`src/rtl/conv_stream_bridge.sv`:
```
// conv_stream_bridge: packs a 16-bit word stream into the convolution engine's flattened
// buses, starts it, then streams the flattened result back out. Watchdog: CONV_BRIDGE_TIMEOUT_EN.
module conv_stream_bridge #(
   parameter  int LEN             = 3,
   parameter  int SIGNAL_LENGTH_1 = 15,
   parameter  int TIMEOUT         = 4096,
   localparam int N_OUT           = LEN + SIGNAL_LENGTH_1 + 1
) (
   input  logic                            clk,
   input  logic                            rst,
   input  logic                            s_valid,
   output logic                            s_ready,
   input  logic signed [15:0]              s_data,
   output logic                            m_valid,
   input  logic                            m_ready,
   output logic signed [15:0]              m_data,
   output logic                            m_last,
   output logic                            load,
   output logic [(LEN+1)*16:0]             flaten_filter_coeff,
   output logic [(SIGNAL_LENGTH_1+1)*16:0] flaten_signal,
   input  logic [N_OUT*16:0]               flatten_conv_result,
   input  logic                            is_completed,
   output logic                            busy,
   output logic                            err
);

   localparam int MAXC = (LEN > SIGNAL_LENGTH_1) ? LEN : SIGNAL_LENGTH_1;
   localparam int IW   = (MAXC < 1) ? 1 : $clog2(MAXC + 1);
   localparam int KW   = $clog2(N_OUT + 1);

   typedef enum logic [2:0] {S_COEF, S_SIG, S_LOAD, S_WAIT, S_DRAIN} state_t;

   typedef struct packed {
      logic signed [15:0] data;
      logic               last;
   } beat_t;

   state_t                          state;
   logic [IW-1:0]                   idx;
   logic [KW-1:0]                   k;
   logic                            done_q;
   logic                            load_q;
   logic                            mv_q;
   logic [LEN:0][15:0]              coef_q;
   logic [SIGNAL_LENGTH_1:0][15:0]  sig_q;
   logic                            accept;
   logic                            coef_wr;
   logic                            sig_wr;
   logic                            out_hs;
   logic                            done_edge;
   beat_t                           beat;
   logic                            unused_msb;

   // Outputs are forced quiet for the whole time rst is asserted, not just after the edge.
   assign s_ready   = ~rst & ((state == S_COEF) || (state == S_SIG));
   assign busy      = ~rst & ((state == S_LOAD) || (state == S_WAIT) || (state == S_DRAIN));
   assign load      = ~rst & load_q;
   assign m_valid   = ~rst & mv_q;
   assign m_data    = beat.data;
   assign m_last    = m_valid & beat.last;

   assign accept    = s_valid & s_ready;
   assign coef_wr   = accept & (state == S_COEF);
   assign sig_wr    = accept & (state == S_SIG);
   assign out_hs    = m_valid & m_ready;
   assign done_edge = is_completed & ~done_q;

   assign flaten_filter_coeff = {1'b0, coef_q};
   assign flaten_signal       = {1'b0, sig_q};
   assign unused_msb          = flatten_conv_result[N_OUT*16];

   // Result words are muxed straight off the engine bus; the engine holds it during DRAIN.
   always_comb begin
      beat      = '0;
      beat.last = (k == KW'(N_OUT - 1));
      for (int i = 0; i < N_OUT; i++)
         if (k == KW'(i)) beat.data = flatten_conv_result[i*16 +: 16];
   end

   // Slot storage is never reset: a dropped job leaves the last words on the buses.
   always_ff @(posedge clk) begin
      for (int i = 0; i <= LEN; i++)
         if (coef_wr && idx == IW'(i)) coef_q[i] <= s_data;
      for (int i = 0; i <= SIGNAL_LENGTH_1; i++)
         if (sig_wr && idx == IW'(i)) sig_q[i] <= s_data;
   end

`ifdef CONV_BRIDGE_TIMEOUT_EN
   localparam int TW = $clog2(TIMEOUT + 1);
   logic [TW-1:0] wcnt;
   logic          err_q;
   assign err = ~rst & err_q;
`else
   localparam int unused_timeout = TIMEOUT;
   assign err = 1'b0;
`endif

   always_ff @(posedge clk) begin
      if (rst) begin
         state  <= S_COEF;
         idx    <= '0;
         k      <= '0;
         done_q <= 1'b0;
         load_q <= 1'b0;
         mv_q   <= 1'b0;
`ifdef CONV_BRIDGE_TIMEOUT_EN
         wcnt   <= '0;
         err_q  <= 1'b0;
`endif
      end else begin
         // done_q follows the engine in every state so a held-over level never looks like an edge.
         done_q <= is_completed;
         load_q <= 1'b0;
`ifdef CONV_BRIDGE_TIMEOUT_EN
         err_q  <= 1'b0;
`endif
         case (state)
            S_COEF: begin
               if (accept) begin
                  if (idx == IW'(LEN)) begin
                     idx   <= '0;
                     state <= S_SIG;
                  end else begin
                     idx <= idx + 1'b1;
                  end
               end
            end
            S_SIG: begin
               if (accept) begin
                  if (idx == IW'(SIGNAL_LENGTH_1)) begin
                     idx    <= '0;
                     load_q <= 1'b1;
                     state  <= S_LOAD;
                  end else begin
                     idx <= idx + 1'b1;
                  end
               end
            end
            S_LOAD: begin
               state <= S_WAIT;
`ifdef CONV_BRIDGE_TIMEOUT_EN
               wcnt  <= '0;
`endif
            end
            S_WAIT: begin
               if (done_edge) begin
                  k     <= '0;
                  mv_q  <= 1'b1;
                  state <= S_DRAIN;
               end
`ifdef CONV_BRIDGE_TIMEOUT_EN
               else if (wcnt == TW'(TIMEOUT - 1)) begin
                  err_q <= 1'b1;
                  idx   <= '0;
                  state <= S_COEF;
               end else begin
                  wcnt <= wcnt + 1'b1;
               end
`endif
            end
            S_DRAIN: begin
               if (out_hs) begin
                  if (beat.last) begin
                     mv_q  <= 1'b0;
                     k     <= '0;
                     idx   <= '0;
                     state <= S_COEF;
                  end else begin
                     k <= k + 1'b1;
                  end
               end
            end
            default: state <= S_COEF;
         endcase
      end
   end

endmodule

```
`config.mk`:
```
export PLATFORM = sky130hd
export DESIGN_NAME = conv_stream_bridge
export DESIGN_NICKNAME = d
export VERILOG_FILES = /design/src/rtl/conv_stream_bridge.sv
export SDC_FILE = /design/constraint.sdc
export NUM_CORES = 1
export LEC_CHECK = 0
export CAP_MARGIN = 20
export CORE_AREA = 2 2 263 265
export CTS_CLUSTER_DIAMETER = 50
export DETAILED_ROUTE_END_ITERATION = 16
export DIE_AREA = 0 0 265 267
export DONT_BUFFER_PORTS = 1
export GPL_ROUTABILITY_DRIVEN = 0
export HOLD_SLACK_MARGIN = 0.08
export SYNTH_ARGS = -nofsm -noshare
export SYNTH_HDL_FRONTEND = slang
export SYNTH_SLANG_ARGS = --single-unit
```
`constraint.sdc`:
```
create_clock -name clk -period 3.6 [get_ports clk]
set_input_delay 0.36 -clock clk [delete_from_list [all_inputs] [get_ports clk]]
set_output_delay 0.36 -clock clk [all_outputs]
set_load 0.03 [all_outputs]
```
==> metrics.csv <==
metric;value;unit
status;complete, no violations;
multiInputGateArea;4280;sq um
cts_buffer_depth;3;
grt_pass1_wl;85700;um
cp_max_fo;6;
routedWlPerCell;32.4;um
placed_cells;1960;
grt_pass1_vias;10280;
hold_slack;118;ps
fillerInstances;6942;
drc;0;
worst-endpoint-arrival;3220;ps
tritoncts;yes;
clk_pin_slew;60;ps
grt_start_max_net_pins;35;
antenna_found_initial;7;
fin_worst_skew;17.5;ps
worst_pin_slew;1260;ps
first_pass_iters;7;
stdcell_area;17900;sq um
rsz0062_at_grt;no;
dr_wl_met2;33100;um
vdd_drop_max;0.000216;V
synth_edf_count;320;
core;68000;sq um
yosysWarnings;0;
cp_num_buf_inv;4;
max_stage_delay;450;ps
cellLeakagePower;0.00574;uW
syn2layout_area_growth;26.5;%
highest_layer;met4;
cts.sinks;335;
fin_nets;1483;
routed_wl;66900;um
cp_common_cell;buf_4;
synthCells;1036;
cts_buffers;36;
grt_usage;0.175;
hold_viol;0;
slew_violations;0;
drive_gt1_frac;0.237;
die-area;70800;sq um
syn-mean-instance-area;13.7;sq um
die_x;265;um
ys_seq_area_frac;0.698;
gr-total-overflow;0;
cp_slowest_cell;and4b_1;
cap_violations;0;
synth_flop_cell;edfxtp_1;
vias_per_cell;5.26;
yosysUniqueCellTypes;79;
finalNonFillerCells;2061;
path_delay_family;simple AND/OR/NAND/NOR gates;
dp.final_hpwl;51200;um
vias;10834;
critPathCaptureType;output port;
io_buffers;0;
ctsHtreeMaxLevel;2;
clkLatencyLatePin;530;ps
wl_met1;20500;um
finalSetupViolations;0;
synthArstFlopShare;0;
cp_data_required_time;3240;ps
start_util;0.209;
drt_iter0_drc;1300;
ant_nets;0;
ys_seq_elements;335;
synth_area;14200;sq um
period_minus_slack;3580;ps
dpl_cell_area;15900;sq um
maxSlewHeadroom;0.156;
ioPinCount;670;
fmax;0.279;GHz
power.density;474;nW/um^2
die_h;267;um
start_kind;flip-flop;
rows;96;
period_share;0.995;
root_buffer;clkbuf_16;
worstPathCellList;inv_2, ha_4, buf_2, and4b_1, nand2_1, o221a_2, a21oi_1, a211o_1, o22ai_1, buf_4, buf_4;
criticalPathCategory;reg -> out;
wl_met3;6910;um
regArea;9920;sq um
hold_path_class;in -> reg;
==> path summary, 6_finish.rpt <==
path / startpoint / endpoint / slack [ps] / cells after the start
worst max-delay path: k[1] / m_data[1] / 20 / 11
worst min-delay path: s_data[7] / flaten_signal[71] / 120 / 1
worst max register to register: state[1] / flaten_signal[98] / 850 / 7
worst min register to register: mv_q / mv_q / 490 / 2
==> metrics by stage <==
step / setup TNS [ps] / util / power, uW / worst slack, ps
CTS: -178 / 0.260 / 8620 / -44.2
global placement: 0 / 0.234 / 4730 / 193
global route: 0 / 0.264 / 8760 / 2.14
detailed placement: 0 / 0.234 / 4740 / 165
floorplan: 0 / - / 4630 / 297
finish: 0 / 0.264 / 8510 / 17.5
==> state kept, by name (all words and copies together), names as in the netlist <==
name	cells
done_q	1
idx	4
k	5
state	3
load_q	1
flaten_signal	256
flaten_filter_coeff	64
mv_q	1
==> placed cells by master (no fill, tap or decap), types with 5 or more instances in the layout <==
master           n
nor3_2           7
dlygate4sd3_1   11
clkbuf_1         6
a221oi_2        12
o21ai_0         59
o221ai_1        12
and3_1          10
nand2b_1        10
a21oi_1         68
or3_1            6
o22ai_1         32
edfxtp_1       320
nand3_1         12
a31oi_1          9
a221o_1          7
buf_12          17
nor3b_1          5
nor2_1          80
nand4bb_1        7
a211o_1          6
a221oi_1        26
ha_1             5
nor3_1          18
and2_1          21
inv_1           14
clkbuf_16       39
dfxtp_1         10
clkinv_8         6
buf_4          107
o211ai_1         8
a22oi_1         13
nand2_1         45
nor2b_1         14
and4bb_2         5
o221a_2          5
a21oi_2          5
==> cells in the mapped netlist, types with 7 or more instances <==
library cell	count	area, sq um
a21oi_1	73	365
a22oi_1	13	97.6
a221oi_1	38	333
nand4bb_1	8	90.1
a221o_1	7	70.1
clkbuf_1	38	143
nand2_1	46	173
nor2_1	84	315
buf_4	7	52.6
dfxtp_1	15	300
inv_1	16	60.1
edfxtp_1	320	9610
and2_1	22	138
nor2b_1	16	100
a31oi_1	9	56.3
and3_1	11	68.8
nor3_1	23	115
buf_2	19	95.1
nand3_1	15	75.1
o21ai_0	63	315
o211ai_1	8	60.1
o221ai_1	12	105
ha_1	9	113
o22ai_1	34	213
nand2b_1	10	62.6
==> cell families (layout without fill, tap and decap cells) <==
| logic type | Yosys count | count (layout) | share of synthesized area |
|---|---|---|---|
| other | 1 | 7 | 0.000264 |
| buffers and inverters | 85 | 222 | 0.0271 |
| AOI/OAI and AO/OA | 313 | 313 | 0.149 |
| and+or+nand+nor | 291 | 291 | 0.116 |
| DFF | 335 | 335 | 0.698 |
| muxes | 2 | 2 | 0.00141 |
| adders and majority gates | 9 | 9 | 0.00794 |
==> metal layers <==
layer	track usage	vias to the layer above
met3	0.0534	277
met5	0	-
met1	0.165	5183
met4	0.144	0
li1	-	4346
met2	0.313	1028
==> power breakdown <==
| part | total (uW) | internal, uW | switching [uW] |
|---|---|---|---|
| registers | 4410 | 4320 | 91.5 |
| clock network | 3740 | 2200 | 1530 |
| logic | 369 | 112 | 258 |
==> layout make-up <==
class,count,share of cell area
inverters,16,0.00335
repair buffers,141,0.0742
clock buffers,44,0.0542
well taps,882,0.0615
flip-flops and latches,335,0.553
multi-input cells,618,0.238
diodes,4,0.000558
clock inverters,21,0.0151
==> repair_timing <==
item,4_1_cts,5_1_grt
endpoints found under the hold margin,334,0
cloned,0,1
endpoints found under the setup margin,16,15
buffers inserted,2,10
hold buffers,19,0
gates resized for setup,39,38
pin swaps,6,9
Note: power is estimated with default switching activity, not from simulation.
